### src/rtl/interrupt_controller_pkg.sv
// Shared definitions for the interrupt controller: register map,
// vector constants, FSM states, source indices and a helper that
// tells whether the source behind a latched vector is still pending.
package interrupt_controller_pkg;

    localparam int NUM_SRC = 6;

    // Factor registers (read-clear, not writable)
    localparam logic [11:0] ADDR_F_CT  = 12'hF00;
    localparam logic [11:0] ADDR_F_SW  = 12'hF01;
    localparam logic [11:0] ADDR_F_PT  = 12'hF02;
    localparam logic [11:0] ADDR_F_SER = 12'hF03;
    localparam logic [11:0] ADDR_F_K00 = 12'hF04;
    localparam logic [11:0] ADDR_F_K10 = 12'hF05;
    // Mask registers (read/write)
    localparam logic [11:0] ADDR_M_CT  = 12'hF10;
    localparam logic [11:0] ADDR_M_SW  = 12'hF11;
    localparam logic [11:0] ADDR_M_PT  = 12'hF12;
    localparam logic [11:0] ADDR_M_SER = 12'hF13;
    localparam logic [11:0] ADDR_M_K00 = 12'hF14;
    localparam logic [11:0] ADDR_M_K10 = 12'hF15;

    localparam logic [3:0] VEC_PT  = 4'hC;
    localparam logic [3:0] VEC_SER = 4'hA;
    localparam logic [3:0] VEC_K00 = 4'h8;
    localparam logic [3:0] VEC_K10 = 4'h6;
    localparam logic [3:0] VEC_SW  = 4'h4;
    localparam logic [3:0] VEC_CT  = 4'h2;

    typedef enum logic [1:0] {
        ST_IDLE,
        ST_REQUEST,
        ST_HOLDOFF
    } state_e;

    typedef enum logic [2:0] {
        SRC_CT  = 3'd0,
        SRC_SW  = 3'd1,
        SRC_PT  = 3'd2,
        SRC_SER = 3'd3,
        SRC_K00 = 3'd4,
        SRC_K10 = 3'd5
    } src_e;

    // Pending state of the source that owns a given vector.
    function automatic logic vec_pending(input logic [NUM_SRC-1:0] pend,
                                         input logic [3:0]         vec);
        case (vec)
            VEC_PT:  return pend[SRC_PT];
            VEC_SER: return pend[SRC_SER];
            VEC_K00: return pend[SRC_K00];
            VEC_K10: return pend[SRC_K10];
            VEC_SW:  return pend[SRC_SW];
            VEC_CT:  return pend[SRC_CT];
            default: return 1'b0;
        endcase
    endfunction

endpackage

### src/rtl/interrupt_priority_encoder.sv
// Fixed-priority encoder over the six interrupt sources.
// Ports: pending (one bit per src_e index) in; valid and vector out.
// Order, highest first: prog timer, serial, K00, K10, stopwatch, clock timer.
module interrupt_priority_encoder
    import interrupt_controller_pkg::*;
(
    input  logic [NUM_SRC-1:0] pending,
    output logic               valid,
    output logic [3:0]         vector
);

    always_comb begin
        valid  = |pending;
        vector = 4'h0;
        if      (pending[SRC_PT])  vector = VEC_PT;
        else if (pending[SRC_SER]) vector = VEC_SER;
        else if (pending[SRC_K00]) vector = VEC_K00;
        else if (pending[SRC_K10]) vector = VEC_K10;
        else if (pending[SRC_SW])  vector = VEC_SW;
        else if (pending[SRC_CT])  vector = VEC_CT;
    end

endmodule

### src/rtl/interrupt_controller.sv
// Interrupt controller: factor (read-clear) and mask registers on the
// CPU data bus, a priority encoder, and an IDLE/REQUEST/HOLDOFF FSM
// driving irq/irq_vector to the core.
// Ports: clk, reset_n (async low); *_set factor-set pulses; bus_addr,
// bus_read, bus_write, bus_wdata, bus_rdata, bus_hit; cpu_ie; irq,
// irq_vector, irq_ack.
module interrupt_controller #(
    parameter int ACK_HOLDOFF = 1
) (
    input  logic        clk,
    input  logic        reset_n,
    input  logic [3:0]  clock_timer_set,
    input  logic [1:0]  stopwatch_set,
    input  logic        prog_timer_set,
    input  logic        serial_set,
    input  logic        k00_set,
    input  logic        k10_set,
    input  logic [11:0] bus_addr,
    input  logic        bus_read,
    input  logic        bus_write,
    input  logic [3:0]  bus_wdata,
    output logic [3:0]  bus_rdata,
    output logic        bus_hit,
    input  logic        cpu_ie,
    output logic        irq,
    output logic [3:0]  irq_vector,
    input  logic        irq_ack
);
    import interrupt_controller_pkg::*;

    logic [3:0] ct_f, ct_m;
    logic [1:0] sw_f, sw_m;
    logic       pt_f, pt_m, ser_f, ser_m, k00_f, k00_m, k10_f, k10_m;

    logic [NUM_SRC-1:0] pend;
    logic               enc_valid;
    logic [3:0]         enc_vector;
    state_e             state;
    logic [1:0]         hold_cnt;

    function automatic logic rd_hit(input logic [11:0] a);
        return bus_read && (bus_addr == a);
    endfunction

    // Factor bits: read clears the whole register, a set pulse in the
    // same cycle still lands (OR after the clear).
    always_ff @(posedge clk or negedge reset_n) begin
        if (!reset_n) begin
            ct_f  <= '0;
            sw_f  <= '0;
            pt_f  <= 1'b0;
            ser_f <= 1'b0;
            k00_f <= 1'b0;
            k10_f <= 1'b0;
        end else begin
            ct_f  <= (rd_hit(ADDR_F_CT)  ? 4'b0 : ct_f)  | clock_timer_set;
            sw_f  <= (rd_hit(ADDR_F_SW)  ? 2'b0 : sw_f)  | stopwatch_set;
            pt_f  <= (rd_hit(ADDR_F_PT)  ? 1'b0 : pt_f)  | prog_timer_set;
            ser_f <= (rd_hit(ADDR_F_SER) ? 1'b0 : ser_f) | serial_set;
            k00_f <= (rd_hit(ADDR_F_K00) ? 1'b0 : k00_f) | k00_set;
            k10_f <= (rd_hit(ADDR_F_K10) ? 1'b0 : k10_f) | k10_set;
        end
    end

    always_ff @(posedge clk or negedge reset_n) begin
        if (!reset_n) begin
            ct_m  <= '0;
            sw_m  <= '0;
            pt_m  <= 1'b0;
            ser_m <= 1'b0;
            k00_m <= 1'b0;
            k10_m <= 1'b0;
        end else if (bus_write) begin
            case (bus_addr)
                ADDR_M_CT:  ct_m  <= bus_wdata;
                ADDR_M_SW:  sw_m  <= bus_wdata[1:0];
                ADDR_M_PT:  pt_m  <= bus_wdata[0];
                ADDR_M_SER: ser_m <= bus_wdata[0];
                ADDR_M_K00: k00_m <= bus_wdata[0];
                ADDR_M_K10: k10_m <= bus_wdata[0];
                default: ;
            endcase
        end
    end

    always_comb begin
        bus_rdata = 4'h0;
        case (bus_addr)
            ADDR_F_CT:  bus_rdata = ct_f;
            ADDR_F_SW:  bus_rdata = {2'b0, sw_f};
            ADDR_F_PT:  bus_rdata = {3'b0, pt_f};
            ADDR_F_SER: bus_rdata = {3'b0, ser_f};
            ADDR_F_K00: bus_rdata = {3'b0, k00_f};
            ADDR_F_K10: bus_rdata = {3'b0, k10_f};
            ADDR_M_CT:  bus_rdata = ct_m;
            ADDR_M_SW:  bus_rdata = {2'b0, sw_m};
            ADDR_M_PT:  bus_rdata = {3'b0, pt_m};
            ADDR_M_SER: bus_rdata = {3'b0, ser_m};
            ADDR_M_K00: bus_rdata = {3'b0, k00_m};
            ADDR_M_K10: bus_rdata = {3'b0, k10_m};
            default: ;
        endcase
    end

    assign bus_hit = ((bus_addr >= ADDR_F_CT) && (bus_addr <= ADDR_F_K10)) ||
                     ((bus_addr >= ADDR_M_CT) && (bus_addr <= ADDR_M_K10));

    assign pend[SRC_CT]  = |(ct_f & ct_m);
    assign pend[SRC_SW]  = |(sw_f & sw_m);
    assign pend[SRC_PT]  = pt_f  & pt_m;
    assign pend[SRC_SER] = ser_f & ser_m;
    assign pend[SRC_K00] = k00_f & k00_m;
    assign pend[SRC_K10] = k10_f & k10_m;

    interrupt_priority_encoder u_enc (
        .pending (pend),
        .valid   (enc_valid),
        .vector  (enc_vector)
    );

    // irq_vector is frozen while in REQUEST; the latched vector also
    // identifies which source must stay pending to keep the request up.
    always_ff @(posedge clk or negedge reset_n) begin
        if (!reset_n) begin
            state      <= ST_IDLE;
            irq        <= 1'b0;
            irq_vector <= 4'h0;
            hold_cnt   <= 2'd0;
        end else begin
            case (state)
                ST_IDLE: begin
                    if (cpu_ie && enc_valid) begin
                        state      <= ST_REQUEST;
                        irq        <= 1'b1;
                        irq_vector <= enc_vector;
                    end
                end
                ST_REQUEST: begin
                    if (irq_ack) begin
                        irq <= 1'b0;
                        if (ACK_HOLDOFF == 0) begin
                            state <= ST_IDLE;
                        end else begin
                            state    <= ST_HOLDOFF;
                            hold_cnt <= 2'(ACK_HOLDOFF - 1);
                        end
                    end else if (!cpu_ie || !vec_pending(pend, irq_vector)) begin
                        irq   <= 1'b0;
                        state <= ST_IDLE;
                    end
                end
                ST_HOLDOFF: begin
                    if (hold_cnt == 2'd0) state <= ST_IDLE;
                    else                  hold_cnt <= hold_cnt - 2'd1;
                end
                default: begin
                    state <= ST_IDLE;
                    irq   <= 1'b0;
                end
            endcase
        end
    end

endmodule
### config.mk
export PLATFORM = sky130hd
export DESIGN_NAME = interrupt_controller
export DESIGN_NICKNAME = d
export VERILOG_FILES = /design/src/rtl/interrupt_controller_pkg.sv /design/src/rtl/interrupt_priority_encoder.sv /design/src/rtl/interrupt_controller.sv
export SDC_FILE = /design/constraint.sdc
export NUM_CORES = 1
export LEC_CHECK = 0
export BUFFER_PORTS_ARGS = -buffer_cell sky130_fd_sc_hd__buf_2
export CAP_MARGIN = 10
export CORE_MARGIN = 4
export CORE_UTILIZATION = 40
export CTS_CLUSTER_SIZE = 10
export DETAILED_ROUTE_END_ITERATION = 16
export RECOVER_POWER = 25
export SLEW_MARGIN = 20
export SYNTH_ARGS = -nofsm -noshare
export SYNTH_HDL_FRONTEND = slang
export SYNTH_SLANG_ARGS = --single-unit
### constraint.sdc
create_clock -name clk -period 4.3 [get_ports clk]
set_clock_uncertainty 0.05 [all_clocks]
set_input_delay 0 -clock clk [delete_from_list [all_inputs] [get_ports clk]]
set_output_delay 0 -clock clk [all_outputs]
set_load 0.005 [all_outputs]
* Word-level counts from Yosys, hierarchy flattened
Cells that the tools add are included.
** Word-level totals
- Register bits :: 29
- Latch bits :: 0
- Memory bits (writable) :: 0
- Bits in read-only memories :: 0
- Input bits :: 32
- Output and inout bits :: 10
- Logic and storage cells :: 116
- Memories :: 0
** Cells by class
- $add $sub $neg :: 1
- $mul :: 0
- Div/mod/pow operators :: 0
- Order comparisons :: 4
- Equal/unequal tests :: 25
- Shift-type cells :: 0
- Multiplexer cells :: 28
- Bitwise operators :: 13
- Reductions and logical operators :: 29
** Operator list (count)
- $eq A12 B12 Y1 const B :: 12
- $pmux W4 S12 :: 1
- $ge A12 B12 Y1 const B :: 2
- $le A12 B12 Y1 const B :: 2
- $mux W4 :: 6
- $mux W2 :: 8
- $reduce_and A2 Y1 :: 7
- $eq A4 B4 Y1 const B :: 3
- $reduce_or A10 Y1 :: 1
- $logic_and A1 B1 Y1 :: 9
- $mux W1 :: 9
- $reduce_and A3 Y1 :: 3
- $eq A4 B3 Y1 const B :: 2
- $ne A2 B2 Y1 const B :: 4
- $pmux W1 S6 :: 1
- $pmux W2 S3 :: 1
- $and A1 B1 Y1 :: 4
- $and A4 B4 Y4 :: 1
- $eq A4 B2 Y1 const B :: 1
- $logic_not A2 Y1 :: 2
- $or A1 B1 Y1 :: 4
- $or A4 B4 Y4 :: 1
- $pmux W2 S2 :: 1
- $reduce_or A4 Y1 :: 1
- 12 further kinds :: 14

* Logic depth before layout (Yosys ltp)
Gate-level depths: netlist of the first run.
- Word-level depth :: 10
- Mapped depth :: 6
- Gate-level depth less buffers :: 6

* By module
From an unflattened synthesis of the first run, not the netlist that was laid out.
** Unflattened totals
- Cells, all modules :: 155
- Area, all modules :: 1670.4 um^2
** Modules (own cells, without submodules)
- interrupt_controller :: times used 1, cells each 144, area each 1602.8 um^2
- interrupt_priority_encoder :: times used 1, cells each 11, area each 67.6 um^2

* Least setup slack after synthesis of the first run
No wires, ideal clock.
- Path kind :: register to register
- Start point :: register state[1]
- End point :: register irq_vector[1]
- Library setup time :: 87 ps
- Arrival :: 1506 ps
- Data required time :: 4163 ps
- Setup slack :: 2657 ps
- Cell stages (with the launch flop) :: 5
- Path buffers :: 0
- Path through :: dfrtp_1 > or3b_2 > a41oi_1 > o211ai_1 > o21ai_0
** On the way
- Longest elaborated chain between the ends :: 2
** RTL lines
- from (decl) :: RTL line interrupt_controller.sv:38 : state_e state;
- from (signal assigned) :: RTL line interrupt_controller.sv:125 : state <= ST_IDLE;
- from (signal assigned) :: RTL line interrupt_controller.sv:133 : state <= ST_REQUEST;
- from (signal assigned) :: RTL line interrupt_controller.sv:142 : state <= ST_IDLE;
- $logic_not A2 Y1 :: RTL line interrupt_controller.sv:130 : case (state)
- $reduce_and A2 Y1 (no line)
- to (signal assigned) :: RTL line interrupt_controller.sv:135 : irq_vector <= enc_vector;
- to (decl) :: RTL line interrupt_controller.sv:26 : output logic [3:0] irq_vector,
No other way between the ends.
A chain may end at the register's enable or synchronous reset.

* Worst setup path after layout of the first run
Same ends and word-level chain as after synthesis.

==> results of run 1 <==
cells in the final DEF (no fill, tap or decap), drive strengths merged, types with 3 or more instances in the layout:
cell type / Yosys / routed
mux2: 12 / 12
clkbuf: 2 / 4
buf: 4 / 39
a21oi: 7 / 7
nand2: 9 / 9
a21o: 10 / 10
inv: 7 / 7
nand3: 3 / 3
nor2: 8 / 8
o21ai: 5 / 5
dlygate4sd3: 0 / 16
a222oi: 3 / 3
dfrtp: 28 / 28
nand4b: 3 / 3
and3: 4 / 4
mux2i: 3 / 3
nand3b: 3 / 3
stage by stage:
| step | power [mW] | util [%] | setup slack, ns | instances |
|---|---|---|---|---|
| floorplan | 0.306 | - | 2.66 | 149 |
| global placement | 0.337 | 48.6 | 2.54 | 231 |
| detailed placement | 0.338 | 48.6 | 2.49 | 231 |
| CTS | 0.561 | 54.7 | 2.46 | 251 |
| global route | 0.578 | 54.6 | 2.34 | 251 |
| finish | 0.558 | 54.6 | 2.46 | 251 |
cells by family (layout without fill, tap and decap cells):
family,count (synthesis),after routing,share of synthesized area (%)
simple gates,48,48,19.5
fa+ha+maj,1,1,0.769
flops,28,28,43.0
buf+inv,13,67,4.23
compound gates,41,41,18.4
other cells,1,1,0.230
mux,17,17,13.8
worst max-delay path: cells and delay by family, from the launching register on:
| family | cells | cell delay [ns] |
|---|---|---|
| AO/OA/AOI/OAI | 3 | 0.77 |
| AND/OR/NAND/NOR | 1 | 0.49 |
| flip-flops | 1 | 0.45 |
per-layer routing:
layer,GRT usage (%),vias up
met3,2.52,4
met4,3.97,0
met1,20.6,687
met5,0,-
met2,28.8,50
li1,-,681
repair_timing:
item / in CTS / in global routing
hold buffers: 16 / 0
setup buffers: 0 / 0
endpoints found under the hold margin: 48 / 0
path summary, 6_finish.rpt:
| check | cells after the start | slack [ns] | endpoint | from |
|---|---|---|---|---|
| setup / recovery | 4 | 2.46 | irq_vector[1] | state[1] |
| hold / removal | 3 | 0.09 | ct_f[0] | bus_read |
| setup reg to reg | 4 | 2.46 | irq_vector[1] | state[1] |
| hold reg to reg | 1 | 0.47 | ct_f[3] | ct_f[3] |
| max in group asynchronous | 2 | 2.78 | k00_f | reset_n |
| min in group asynchronous | 2 | 0.55 | ct_m[3] | reset_n |
state kept, by name, indices dropped and copies added, names as in the netlist, 2 cells and up:
name,cells
sw_m,2
ct_f,4
irq_vector,3
ct_m,4
hold_cnt,2
state,2
sw_f,2
power groups by stage:
stage               clock (mW)  combinational (mW)  sequential, mW
finish                   0.214              0.0683           0.275
detailed placement           0              0.0578           0.280
global route             0.226              0.0756           0.276
CTS                      0.217              0.0692           0.275
floorplan                    0              0.0261           0.280
global placement             0              0.0562           0.280
cell type report:
cell class / instances / area [um2]
repair buffers: 56 / 359
well taps: 48 / 60.1
inverters: 7 / 26.3
multi-input cells: 108 / 858
flip-flops and latches: 28 / 701
clock buffers: 3 / 41.3
fillers: 329 / 1720
clock inverters: 1 / 30.0
==> impl_metrics.tcl, run 1 <==
set metrics [dict create \
    crit_slowest_cell "or3b_2" \
    critPathMaxFanout 8 \
    cts_tree "built" \
    finalCritPeriodShare_pct 42.9 \
    design.die.area_um2 5150 \
    postSynthCellCount 149 \
    antenna_found_initial 0 \
    grt_pass1_vias 1403 \
    post-route-drc-count 0 \
    htree_levels 1 \
    place_hpwl_um 3050 \
    max_slew.worst_pin.slew_ns 1.50 \
    hold_viol 0 \
    via_count 1422 \
    irDropWorstVdd_mv 0.167 \
    ys_top_cells_by_area "dfrtp_1 (43%), mux2_2 (5.5%), a21o_1 (4.6%), mux2_4 (3.7%), mux4_2 (2.8%)" \
    clk_path_buf_depth 2 \
    fin_setup_tns_ns 0 \
    gr-total-overflow 0 \
    status "finished, violations left" \
    synth-main-ff-cell "dfrtp_1" \
    wl_per_cell_um 16.0 \
    worstPathArrival_ns 1.99 \
    ys_seq_elements 28 \
    highest_layer "met4" \
    syn_nets 182 \
    vias_per_cell 5.67 \
    yosysTopAreaCell "dfrtp_1" \
    violations "max-capacitance violations, max-slew violations" \
    synth_edf_count 0 \
    finalSetupViolations 0 \
    p_clk_share_pct 38.5 \
    drv_cap 1 \
    leakage_nw 0.875 \
    num_rows 22 \
    yosysUniqueCellTypes 51 \
    postRouteAntennaNets 0 \
    nNetsFinal 237 \
    cts_num_sinks 28 \
    yosysTopAreaCellShare_pct 43.0 \
    ctsRootBufferMaster "clkbuf_8" \
    min_period_ns 1.84 \
    wl_met2_um 2060 \
    die_w_um 71.8 \
    routed-wl-met3_um 250 \
    synth_common_cells "dfrtp_1 (28), a21o_1 (10), nand2_1 (9)" \
    m1WireLength_um 1690 \
    start_util_pct 42.9 \
    die_y_um 71.8 \
    required_ns 4.45 \
    synthMostInstantiatedCell "dfrtp_1" \
    crit_path_start_kind "flop" \
    timing.hold.ws_ns 0.0914 \
    cts_made_buffers 3 \
    synthToLayoutAreaGrowth_pct 27.5 \
    max_slew_margin_pct -0.279 \
    max_freq_mhz 543 \
    diodes 0 \
    seqPwrFrac_pct 49.3 \
    p_comb_share_pct 12.2 \
    p_sw_share_pct 22.8 \
    hold_path.class "primary input to flop" \
    clock_latency_ns 0.28 \
    worst_path_largest_cell_delay_ns 0.49 \
    avgSynthCellArea_um2 10.9 \
    drt_iter0_drc 72 \
    drtPass1Iterations 4 \
    drive_gt1_share_pct 31.0 \
    cts_resized 0 \
    cp-end-kind "flop" \
    p_int_uw 431 \
    place.gp.congestion 0.875 \
    place_area_um2 1850 \
    clk_transition_reported_paths_ns 0.10 \
    portBuffers 40 \
    p_switching_uw 127 \
    grt_pass1_wl_um 6650 \
    fin_area_um2 2080 \
    async_flop_share_pct 100 \
    drv_slew 28 \
    grt_max_degree 29 \
    ios 42 \
    rsz0062_at_grt "no" \
    drt-total-wl_um 4030 \
    crit_chain "or3b_2 > a41oi_1 > o211ai_1 > o21ai_0" \
    grtUsageTotal_pct 16.3 \
    yosys_warnings 0 \
    yosysSeqAreaShare_pct 43.0 \
    power_density_nw_per_um2 269 \
    worstSetupPathType "flop to flop" \
    syn-cell-area_um2 1630 \
    core_um2 3800 \
]
Note: power is estimated with default switching activity, not from simulation.
==> run 2: changes to the inputs <==
PLACE_DENSITY = 0.66   (was not set)
clock period = 1.5 ns   (was 4.3 ns; I/O delays follow)
==> impl_metrics.tcl, run 2 (same netlist as run 1, synthesis figures left out) <==
set metrics [dict create \
    cts_tree "built" \
    via_count 1598 \
    max_slew.worst_pin.slew_ns 0.724 \
    final_common_cell "buf_2" \
    cp_num_buf_inv 1 \
    status "finished, violations left" \
    antenna_found_initial 0 \
    grt_pass1_wl_um 7580 \
    ctsRootBufferMaster "clkbuf_8" \
    grt_pass1_vias 1605 \
    cp.depth 4 \
    clk_path_buf_depth 2 \
    hold_path.class "primary input to flop" \
    hold-path-endpoint "pt_m" \
    setup_ws_ns -0.236 \
    reg_top3 "ct_f: 4 flops, ct_m: 4 flops, irq_vector: 3 flops" \
    path_delay_family "multiplexers" \
    vias_per_cell 5.59 \
    ios 42 \
    finalSetupViolations 7 \
    cp-end-kind "output port" \
    fin_setup_tns_ns -0.695 \
    start_util_pct 42.9 \
    htree_levels 1 \
    drv_cap 0 \
    violations "negative setup slack" \
    worstPathArrival_ns 1.69 \
    worstSetupPathType "flop to output port" \
    finalPower_mw 1.43 \
    min_period_ns 1.74 \
    rsz0062_at_grt "yes" \
    worst_path_largest_cell_delay_ns 0.49 \
    post-route-drc-count 0 \
    cts_made_buffers 3 \
    clock_latency_ns 0.28 \
    reg2reg_depth 6 \
    crit_chain "mux4_2 > a221oi_2 > a311oi_1 > buf_2" \
    postRouteAntennaNets 0 \
    nNetsFinal 273 \
    place_ws_ns -0.157 \
    irDropWorstVdd_mv 0.559 \
    max_freq_mhz 576 \
    min_from "bus_wdata[0]" \
    crit_path_start_kind "flop" \
    portBuffers 40 \
    required_ns 1.45 \
    leakage_nw 1.06 \
    core_um2 3800 \
    power_density_nw_per_um2 602 \
    die_y_um 71.8 \
    grtUsageTotal_pct 18.4 \
    cts_num_sinks 28 \
    critPathMaxFanout 4 \
    reg2reg_from "ser_f" \
    max_slew_margin_pct 51.7 \
    timing.hold.ws_ns 0.00150 \
    drt-total-wl_um 4510 \
    finalCritPeriodShare_pct 116 \
    r2r_end "irq_vector[1]" \
    place_hpwl_um 3300 \
    design.die.area_um2 5150 \
    grt_max_degree 29 \
    wl_per_cell_um 15.8 \
    drt_iter0_drc 168 \
    drive_gt1_share_pct 43.7 \
    reg2reg_slack_ns -0.10 \
    synthToLayoutAreaGrowth_pct 45.7 \
    fin_area_um2 2370 \
    drv_slew 0 \
    num_rows 22 \
    hold_viol 0 \
    layout_common_cells "buf_2 (39), buf_4 (34), dfrtp_1 (28)" \
    drtPass1Iterations 4 \
    die_w_um 71.8 \
    hold_depth 2 \
    place_area_um2 2090 \
    place.gp.congestion 0.926 \
    crit_slowest_cell "mux4_2" \
    diodes 0 \
    clk_transition_reported_paths_ns 0.10 \
    gr-total-overflow 0 \
]
run 2: how the worst max path moves through the flow:
stage	endpoint	start	slack, ns
floorplan	irq	pt_m	-0.01
global placement	ct_m[1]	bus_addr[0]	-0.11
detailed placement	irq	pt_f	-0.16
CTS	bus_rdata[0]	pt_f	-0.22
global route	bus_rdata[0]	pt_f	-0.29
finish	bus_rdata[0]	pt_f	-0.24
run 2: timing repair:
item | CTS | global route
hold buffers | 15 | 0
hold endpoints to repair | 44 | 0
setup buffers | 5 | 2
endpoints found under the setup margin | 7 | 8
gates resized for setup | 10 | 1
pin swaps | 6 | 2
run 2: power by group:
| group | leakage (nW) | total [mW] | switching [mW] | internal [mW] |
|---|---|---|---|---|
| combinational | 0.706 | 0.228 | 0.103 | 0.125 |
| clock | 0.0216 | 0.409 | 0.228 | 0.180 |
| sequential | 0.330 | 0.791 | 0.0186 | 0.772 |
run 2: layout make-up:
type                       instances  area, um2
clock buffer                       3       41.3
tap                               48       60.1
inverter                           7       26.3
multi-input combinational        108        905
timing repair buffer              92        639
sequential                        28        701
fill                             303       1430
run 2: routing by layer:
metal | part of all wire [%] | global-route usage (%)
met3 | 5.6 | 3.65
met1 | 42 | 22.6
met2 | 50 | 32.1
met5 | 0 | 0
met4 | 2.0 | 5.85
run 2: per-stage QoR:
| stage | utilization, % | cells |
|---|---|---|
| 2_1_floorplan | - | 149 |
| 3_3_place_gp | 55.0 | 261 |
| 3_5_place_dp | 55.0 | 261 |
| 4_1_cts | 62.0 | 284 |
| 5_1_grt | 62.5 | 286 |
| 6_report | 62.5 | 286 |
==> run 3: changes to the inputs <==
==> constraint.sdc (replaced) <==
create_clock -name clk -period 1.5 [get_ports clk]
set_clock_uncertainty 0.05 [all_clocks]
set_input_delay 0.075 -clock clk [delete_from_list [all_inputs] [get_ports clk]]
set_output_delay 0.075 -clock clk [all_outputs]
set_load 0.005 [all_outputs]
==> impl_metrics.tcl, run 3 (same netlist as run 1, synthesis figures left out) <==
set metrics [dict create \
    drt_iter0_drc 151 \
    max_slew.worst_pin.slew_ns 0.694 \
    drtPass1Iterations 4 \
    fin_setup_tns_ns -0.512 \
    crit_path_start_kind "flop" \
    ff_latch_area_um2 701 \
    nNetsFinal 278 \
    start_util_pct 42.9 \
    hold_viol 0 \
    die_y_um 71.8 \
    synthToLayoutAreaGrowth_pct 50.0 \
    wl_per_cell_um 15.2 \
    worstPathArrival_ns 1.66 \
    required_ns 1.37 \
    crit_start "ser_f" \
    cts_made_buffers 3 \
    irDropWorstVdd_mv 0.515 \
    drive_gt1_share_pct 46.3 \
    post-route-drc-count 0 \
    place_ws_ns -0.228 \
    antenna_found_initial 0 \
    ios 42 \
    place_hpwl_um 3350 \
    place.gp.congestion 0.896 \
    clk_path_buf_depth 2 \
    hold_path.class "primary input to flop" \
    status "finished, violations left" \
    gr-total-overflow 0 \
    vias_per_cell 5.35 \
    portBuffers 40 \
    num_rows 22 \
    finalCritPeriodShare_pct 119 \
    max_freq_mhz 560 \
    grtUsageTotal_pct 18.1 \
    worstSetupPathType "flop to output port" \
    layout_common_cells "buf_4 (42), buf_2 (39), dfrtp_1 (28)" \
    ctsRootBufferMaster "clkbuf_8" \
    critPathMaxFanout 2 \
    die_w_um 71.8 \
    reg2reg_from "sw_f[0]" \
    crit_chain "mux4_2 > a221oi_2 > a311oi_1 > buf_2" \
    setup_ws_ns -0.285 \
    final_common_cell "buf_4" \
    grt_pass1_vias 1535 \
    design.die.area_um2 5150 \
    cts_tree "built" \
    leakage_nw 1.09 \
    grt_max_degree 29 \
    multi_input_area_um2 917 \
    crit_slowest_cell "mux4_2" \
    violations "negative setup slack" \
    cp-end-kind "output port" \
    min_from "irq_ack" \
    drt-total-wl_um 4440 \
    grt_pass1_wl_um 7390 \
    drv_slew 0 \
    clock_latency_ns 0.29 \
    power_density_nw_per_um2 668 \
    min_period_ns 1.78 \
    drv_cap 0 \
    fillers 299 \
    via_count 1561 \
    diodes 0 \
    postRouteAntennaNets 0 \
    rsz0062_at_grt "yes" \
    reg_top3 "ct_f: 4 flops, ct_m: 4 flops, irq_vector: 3 flops" \
    worst_path_largest_cell_delay_ns 0.48 \
    max_slew_margin_pct 53.7 \
    core_um2 3800 \
    clk_transition_reported_paths_ns 0.10 \
    htree_levels 1 \
    finalSetupViolations 5 \
    cts_num_sinks 28 \
]
[run 3: path summary, 6_finish.rpt]
path | to | slack [ns] | cells past startpoint
max reg2reg | irq | -0.03 | 6
min in group asynchronous | pt_m | 0.30 | 2
max | bus_rdata[0] | -0.28 | 4
min | irq | 0.05 | 4
max in group asynchronous | hold_cnt[0] | 0.65 | 2
min reg2reg | irq | 0.49 | 2
[run 3: critical path, delay by kind of cell (launching register included)]
family / cells / cell delay [ns]
muxes: 1 / 0.48
DFF: 1 / 0.41
AOI/OAI and AO/OA: 2 / 0.35
buffers and inverters: 1 / 0.14
[run 3: metal layers]
layer,GRT usage (%),share of wire (%),vias up
met5,0,0,-
met4,5.01,1.3,0
met3,3.65,5.8,7
met2,29.3,49,51
met1,24.4,44,732
li1,-,-,771
[run 3: power by group]
| group | total, mW | internal (mW) | switching (mW) |
|---|---|---|---|
| Sequential | 0.788 | 0.772 | 0.0155 |
| Combinational | 0.231 | 0.127 | 0.104 |
| Clock | 0.613 | 0.358 | 0.255 |
[run 3: area by class of cell]
| cell class | count | area share (%) |
|---|---|---|
| clock buffers | 3 | 1.69 |
| flip-flops and latches | 28 | 28.7 |
| clock inverters | 1 | 1.23 |
| multi-input cells | 108 | 37.6 |
| repair buffers | 97 | 27.3 |
| inverters | 7 | 1.08 |
| well taps | 48 | 2.46 |
[run 3: timing repair]
action | 4_1_cts | 5_1_grt
endpoints found under the hold margin | 41 | 0
hold buffers | 14 | 0
pin swaps | 7 | 5
gates resized for setup | 9 | 4
setup buffers | 5 | 0
endpoints found under the setup margin | 9 | 9
[run 3: stage by stage]
stage	hold slack, ns	cells	area, um2	util [%]	total power [mW]
final	0.0462	292	2440	64.3	1.63
after global routing	0.0524	292	2440	64.3	1.70
after CTS	0.0548	292	2430	64.1	1.63
after detailed placement	0.0730	269	2150	56.6	0.996
after global placement	0.0626	269	2150	56.6	0.989
after floorplan	-0.271	149	1650	-	0.882
